--- config.mk ---
export PLATFORM = sky130hd
export DESIGN_NAME = pnl_bram_stream_reader
export DESIGN_NICKNAME = d
export VERILOG_FILES = /design/src/rtl/pnl_bram_stream_reader.sv
export SDC_FILE = /design/constraint.sdc
export NUM_CORES = 1
export LEC_CHECK = 0
export CAP_MARGIN = 40
export CORE_ASPECT_RATIO = 0.75
export CORE_MARGIN = 2
export CORE_UTILIZATION = 55
export CTS_CLUSTER_DIAMETER = 50
export DETAILED_ROUTE_END_ITERATION = 6
export HOLD_SLACK_MARGIN = 0.05
export PLACE_DENSITY_LB_ADDON = 0.15
export SLEW_MARGIN = 15
export SYNTH_ARGS = -nofsm -noshare
export SYNTH_HDL_FRONTEND = slang
export SYNTH_SLANG_ARGS = --single-unit
--- constraint.sdc ---
create_clock -name clk -period 8.48 [get_ports clk]
set_input_delay 0.848 -clock clk [delete_from_list [all_inputs] [get_ports clk]]
set_output_delay 0.848 -clock clk [all_outputs]
set_load 0.05 [all_outputs]
--- src/rtl/pnl_bram_stream_reader.sv ---
// Drains a contiguous PNL BRAM region into a valid/ready stream with a last-word flag.
// Reads are issued only while the small output FIFO can absorb every word already in flight.
module pnl_bram_stream_reader #(
    parameter int unsigned PNL_BRAM_ADDR_SIZE_NB   = 15,
    parameter int unsigned PNL_BRAM_DBITS_WIDTH_NB = 16,
    parameter int unsigned FIFO_DEPTH              = 2
) (
    input  logic                               clk,
    input  logic                               reset,
    input  logic                               start,
    output logic                               ready,
    input  logic [PNL_BRAM_ADDR_SIZE_NB-1:0]   Num_Vals,
    input  logic [PNL_BRAM_ADDR_SIZE_NB-1:0]   SRC_BRAM_addr,
    output logic [PNL_BRAM_ADDR_SIZE_NB-1:0]   PNL_BRAM_addr,
    input  logic [PNL_BRAM_DBITS_WIDTH_NB-1:0] PNL_BRAM_dout,
    output logic                               PNL_BRAM_we,
    output logic                               out_valid,
    output logic [PNL_BRAM_DBITS_WIDTH_NB-1:0] out_data,
    output logic                               out_last,
    input  logic                               out_ready
);

    localparam int unsigned AW = PNL_BRAM_ADDR_SIZE_NB;
    localparam int unsigned DW = PNL_BRAM_DBITS_WIDTH_NB;
    localparam int unsigned PW = $clog2(FIFO_DEPTH);
    localparam int unsigned CW = PW + 1;
    localparam int unsigned OW = CW + 1;
    localparam logic [AW:0] ONE_CNT = 1;

    typedef enum logic [1:0] {
        S_IDLE,
        S_STREAM,
        S_DONE
    } state_t;

    state_t        r_state;
    logic [AW-1:0] r_num;
    logic [AW-1:0] r_base;
    logic [AW-1:0] r_addr;
    logic [AW:0]   r_rd_cnt;
    logic [AW:0]   r_tx_cnt;
    logic          r_inflight;
    logic [DW-1:0] r_fifo [FIFO_DEPTH];
    logic [PW-1:0] r_wptr;
    logic [PW-1:0] r_rptr;
    logic [CW-1:0] r_count;

    logic          w_pop;
    logic          w_issue;
    logic [AW-1:0] w_rd_addr;
    logic [AW:0]   w_last_idx;
    logic [OW-1:0] w_occ;
    logic [OW-1:0] w_lim;
    logic [CW-1:0] w_count_nxt;

    assign ready       = (r_state == S_IDLE);
    assign PNL_BRAM_we = 1'b0;
    assign out_valid   = (r_count != '0);
    assign out_data    = r_fifo[r_rptr];
    assign w_last_idx  = {1'b0, r_num} - ONE_CNT;
    assign out_last    = out_valid && (r_tx_cnt == w_last_idx);
    assign w_pop       = out_valid && out_ready;
    assign w_rd_addr   = r_base + r_rd_cnt[AW-1:0];

    // A pop this cycle frees a slot before the issued word lands, keeping full rate at depth 2.
    assign w_occ   = {1'b0, r_count} + {{CW{1'b0}}, r_inflight};
    assign w_lim   = OW'(FIFO_DEPTH) + {{CW{1'b0}}, w_pop};
    assign w_issue = (r_state == S_STREAM) && (r_rd_cnt < {1'b0, r_num}) && (w_occ < w_lim);

    assign PNL_BRAM_addr = w_issue ? w_rd_addr : r_addr;

    always_comb begin
        w_count_nxt = r_count;
        if (r_inflight && !w_pop) begin
            w_count_nxt = r_count + CW'(1);
        end else if (!r_inflight && w_pop) begin
            w_count_nxt = r_count - CW'(1);
        end
    end

    always_ff @(posedge clk) begin
        if (reset) begin
            r_state    <= S_IDLE;
            r_num      <= '0;
            r_base     <= '0;
            r_addr     <= '0;
            r_rd_cnt   <= '0;
            r_tx_cnt   <= '0;
            r_inflight <= 1'b0;
            r_wptr     <= '0;
            r_rptr     <= '0;
            r_count    <= '0;
            for (int unsigned i = 0; i < FIFO_DEPTH; i++) begin
                r_fifo[i] <= '0;
            end
        end else begin
            case (r_state)
                S_IDLE: begin
                    r_inflight <= 1'b0;
                    if (start) begin
                        r_num    <= Num_Vals;
                        r_base   <= SRC_BRAM_addr;
                        r_rd_cnt <= '0;
                        r_tx_cnt <= '0;
                        r_wptr   <= '0;
                        r_rptr   <= '0;
                        r_count  <= '0;
                        if (Num_Vals != '0) begin
                            r_state <= S_STREAM;
                        end
                    end
                end
                S_STREAM: begin
                    r_inflight <= w_issue;
                    if (w_issue) begin
                        r_addr   <= w_rd_addr;
                        r_rd_cnt <= r_rd_cnt + ONE_CNT;
                    end
                    if (r_inflight) begin
                        r_fifo[r_wptr] <= PNL_BRAM_dout;
                        r_wptr         <= r_wptr + PW'(1);
                    end
                    if (w_pop) begin
                        r_rptr   <= r_rptr + PW'(1);
                        r_tx_cnt <= r_tx_cnt + ONE_CNT;
                        if (out_last) begin
                            r_state <= S_DONE;
                        end
                    end
                    r_count <= w_count_nxt;
                end
                default: begin
                    r_inflight <= 1'b0;
                    r_state    <= S_IDLE;
                end
            endcase
        end
    end

endmodule

-- After elaboration in Yosys (flattened, before gate mapping)
Memory sizes are Yosys's and may differ from the RTL's. A register that Yosys moved wholly into a read port is not among the register bits.
Cells that the tools add are included.
Widths: inputs -> output; s select.
- logic and storage cells: 84
- bits in registers: 84
- memories: 1
- memory bits (writable): 32
- mux-type cells: 31
- magnitude comparators: 2
- equal/unequal tests: 9
- bitwise operators: 1
- $add $sub $neg: 10
- reductions and logical operators: 20
- memory list (name ; words ; width ; rd ports ; clocked after memory_dff ; wr ports ; RTL line ; RTL):
    r_fifo ; 2 ; 16 ; 1 ; 1 ; 2 ; 43 ; logic [DW-1:0] r_fifo [FIFO_DEPTH];
- operator list (operator ; count):
    $mux 16 ; 4
    $pmux 16 s2 ; 2
    $add 16x1->16 const B ; 2
    $eq 16x16->1 ; 1
    $lt 16x15->1 ; 1
    $reduce_or 16->1 ; 1
    $sub 15x1->16 const B ; 1
    $add 15x15->15 ; 1
    $mux 15 ; 1
    $reduce_bool 15->1 ; 1
    $mux 2 ; 7
    $mux 1 ; 13
    $reduce_and 3->1 ; 4
    $ne 2x2->1 const B ; 5
    $pmux 2 s2 ; 2
    $logic_and 1x1->1 ; 6
    $pmux 1 s2 ; 2
    $reduce_and 4->1 ; 1
    $reduce_bool 2->1 ; 2
    $add 2x1->3 ; 1
    $add 2x1->3 const A ; 1
    $lt 3x3->1 ; 1
    $ne 3x1->1 const B ; 1
    $add 1x1->1 const B ; 2
    9 further kinds ; 10

-- Logic depth before layout (Yosys ltp)
- depth in word-level cells: 7
- mapped depth: 13
- mapped depth without buffers: 10

-- Worst setup path after synthesis
Ideal clock, no wire load.
- path type: in2out
- start: input out_ready
- end: output PNL_BRAM_addr[13]
- path buffers: 3
- stages on the path: 9
- slack: 4.261 ns
- required time: 7.632 ns
- arrival: 3.371 ns
- cell sequence: o21ai_0 -> o21ai_0 -> nand3_1 -> a311oi_2 -> nand2_1 -> clkbuf_1 -> clkbuf_1 -> clkbuf_1 -> o21ai_0
- word-level cells in the longest chain between the ends: 5
- ends and longest elaborated chain (what ; RTL line ; RTL):
    start: declaration ; 20 ; input logic out_ready
    $logic_and 1x1->1 ; 62 ; assign w_pop = out_valid && out_ready;
    $add 2x1->3 ; 67 ; assign w_lim = OW'(FIFO_DEPTH) + {{CW{1'b0}}, w_pop};
    $lt 3x3->1 ; 68 ; assign w_issue = (r_state == S_STREAM) && (r_rd_cnt < {1'b0, r_num}) && (w_occ < w_lim);
    $logic_and 1x1->1 ; 68 ;
    $mux 15 ; n/a ;
    end: declaration ; 14 ; output logic [PNL_BRAM_ADDR_SIZE_NB-1:0] PNL_BRAM_addr,
Every way passes these cells.

-- Worst setup path in the final report
- start: register r_num[0]
- end: output out_last
- word-level cells in the longest chain between the ends: 3
- ends and longest elaborated chain (what ; RTL line ; RTL):
    start: declaration ; 37 ; logic [AW-1:0] r_num;
    start signal: assignment ; 101 ; r_num <= Num_Vals;
    $sub 15x1->16 ; 60 ; assign w_last_idx = {1'b0, r_num} - ONE_CNT;
    $eq 16x16->1 ; 61 ; assign out_last = out_valid && (r_tx_cnt == w_last_idx);
    $logic_and 1x1->1 ; 61 ;
    end: declaration ; 19 ; output logic out_last,
Every way passes these cells.

==> flow_summary.toml <==
[outcome]
outcome = "finished clean"

[routing]
vias = 5627
drt_iter0_drc = 417
wl_per_cell_um = 16.5
dr.pass1.iters = 5
viasPerCell = 5.74
drc = 0
postRouteAntennaNets = 0
drt-total-wl_um = 16200

[global_route]
grt_overflow = 0
first_global_vias = 5269
antenna_found_initial = 0
grt_use_total = 0.263
grt_pass1_wl_um = 26100
grt_max_degree = 50

[power_and_ir_drop]
power_frac_comb = 0.155
p_leak_nw = 3.09
p_int_mw = 1.13
power_mw = 1.58
seqPwrFrac = 0.389
vdd_ir_drop_max_mv = 0.134
power.share.switching = 0.284
clkPwrFrac = 0.456
switchingPower_mw = 0.449
power.density_mw_per_mm2 = 197

[yosys]
async_reset_ff_frac = 0
synth_common_cells = "nand2_1 (91), dfxtp_1 (85), a21oi_1 (68)"
synth_edf_count = 32
ys_types = 63
ys_warn_count = 0
synth_ff_type = "dfxtp_1"
synth_area_leaders = "dfxtp_1 (26%), edfxtp_1 (15%), ha_1 (6.4%)"
yosysMostFrequentCell = "nand2_1"
yosysTopAreaCellShare = 0.262
synth_area_mm2 = 0.00648
syn-num-nets = 814
yosysTopAreaCell = "dfxtp_1"
syn_inst = 730
avgSynthCellArea_um2 = 8.88
synth_seq_area_share = 0.411
ys_ff_latch = 117

[setup_path]
crit_end = "out_last"
cp.required_ns = 7.63
crit_start = "r_num[0]"
crit_family = "simple AND/OR/NAND/NOR gates"
cp_slowest_cell = "clkdlybuf4s50_1"
crit_buf_inv = 2
r2r_slack_ns = 5.37
worstPathMaxFanout = 8
end_kind = "output pin"
worstRegToRegCells = 9
cp-start-kind = "flop"
cp_slowest_stage_delay_ns = 0.89
timing.rr.end = "r_state[0]"
worst-setup-path-type = "reg -> out"
r2r-start = "r_num[0]"
cp.depth = 8
crit_arrival_ns = 3.91
cp_cell_sequence = "inv_1 > ha_1 > or4b_1 > o21ai_1 > o2111ai_1 > or4_1 > a2111oi_2 > clkdlybuf4s50_1"

[clock_tree]
clockBufferDepth = 2
path_clk_slew_ns = 0.06
clk_latency_ns = 0.42
cts_root_buf = "clkbuf_16"
htree_levels = 4
cts_tree = "yes"
numClockSinks = 117
cts_hold_buf = 0
ctsResizeCount = 0
postCtsSetupRepairBufs = 0
numCtsBuffers = 17

[place]
dpl_cell_area_mm2 = 0.00741
io_buffer_count = 83
dp_hpwl_um = 11700
place.gp.congestion = 0.855

[floorplanning]
core-area_mm2 = 0.0115
row_count = 34
die_y_um = 98.0
initial_core_util = 0.562
die_w_um = 129
pin_count = 85
die_area_mm2 = 0.0127

[final_layout]
multi_input_area_mm2 = 0.00356
area_growth_pct = 23.7
drive_above_1_share = 0.0966
nNetsFinal = 889
register_area_mm2 = 0.00266
final_cell_area_mm2 = 0.00802
fillers = 913
diodes = 0

[sta]
hold_viol = 0
fin_tns_setup_ns = 0
setup_viol = 0
tightest_slew_ns = 0.872
timing.fmax_ghz = 0.210
worst_hold_slack_ns = 0.468
max_slew_margin = 0.414
fin_crit_ns = 4.76
final.period_utilization = 0.561
rsz0062_at_grt = "false"
skew_ns = 0.00794
maxSlewViolCount = 0

[run]
drv_cap = 0

[worst_hold_path]
hp-class = "reg -> reg"
min-delay-start = "r_addr[1]"
-- power by group through the flow --
stage / logic [mW] / clock network (mW) / registers, mW
finish: 0.245 / 0.722 / 0.615
global route: 0.264 / 0.756 / 0.618
CTS: 0.244 / 0.727 / 0.615
detailed placement: 0.242 / 0 / 0.627
global placement: 0.237 / 0 / 0.626
floorplan: 0.170 / 0 / 0.617
-- per-layer routing --
metal  track usage  wire [um]  vias up
met4        0.0786        154        0
met3        0.0570       1220       14
li1              -          -     2744
met1         0.368       7520     2654
met2         0.410       7280      215
met5             0          0        -
-- worst reg2reg max path: cells and delay by family (launching register included) --
kind | cells | cell delay (ns)
simple gates | 3 | 1.31
compound gates | 4 | 0.90
flops | 1 | 0.39
fa+ha+maj | 1 | 0.31
buf+inv | 1 | 0.09
-- cell usage in the layout (no fill, tap or decap), types with 17 or more instances in the layout --
master           count
a21oi_1             68
xnor2_1             27
nand3_1             21
nand2_1             91
inv_1               30
clkbuf_16           17
edfxtp_1            32
o21ai_0             20
mux2_2              27
and2_1              45
nor2_1              48
ha_1                33
dfxtp_1             85
clkdlybuf4s50_1     82
-- layout make-up --
cell class              instances  share of cell area
clock buffers                  17              0.0531
clock inverters                15              0.0215
inverters                      30              0.0140
multi-input cells             549               0.444
flip-flops and latches        117               0.332
well taps                     162              0.0253
repair buffers                 90               0.110
-- through the flow --
step | worst slack [ns] | util | std cells
after floorplan | 4.26 | - | 730
final | 3.72 | 0.696 | 980
after global placement | 3.85 | 0.642 | 946
after global routing | 3.46 | 0.696 | 980
after CTS | 3.75 | 0.695 | 979
after detailed placement | 3.80 | 0.643 | 947
-- state kept, by name (all words and copies together), names as in the netlist, named ones only --
register / flops
r_state: 2
r_rptr: 1
r_wptr: 1
r_rd_cnt: 16
r_tx_cnt: 16
r_addr: 15
r_base: 15
r_fifo: 32
r_inflight: 1
r_num: 15
r_count: 2
-- worst min-delay path by stage --
stage / to / depth (start not counted)
global placement: r_addr[10] / 2
global route: r_base[10] / 2
finish: r_addr[1] / 2
detailed placement: r_base[10] / 2
CTS: r_addr[1] / 2
floorplan: r_base[0] / 2
-- cell families (layout without fill, tap and decap cells) --
family,count (synthesis),after routing,share of synthesized area
and+or+nand+nor,300,300,0.236
DFF,117,117,0.411
buffers and inverters,64,152,0.0405
muxes,32,32,0.0546
adders and majority gates,34,34,0.0668
other,1,1,0.000578
xor gates and xnor gates,42,42,0.0567
AOI/OAI and AO/OA,140,140,0.134
No activity file was read; power rests on OpenSTA's default activity.
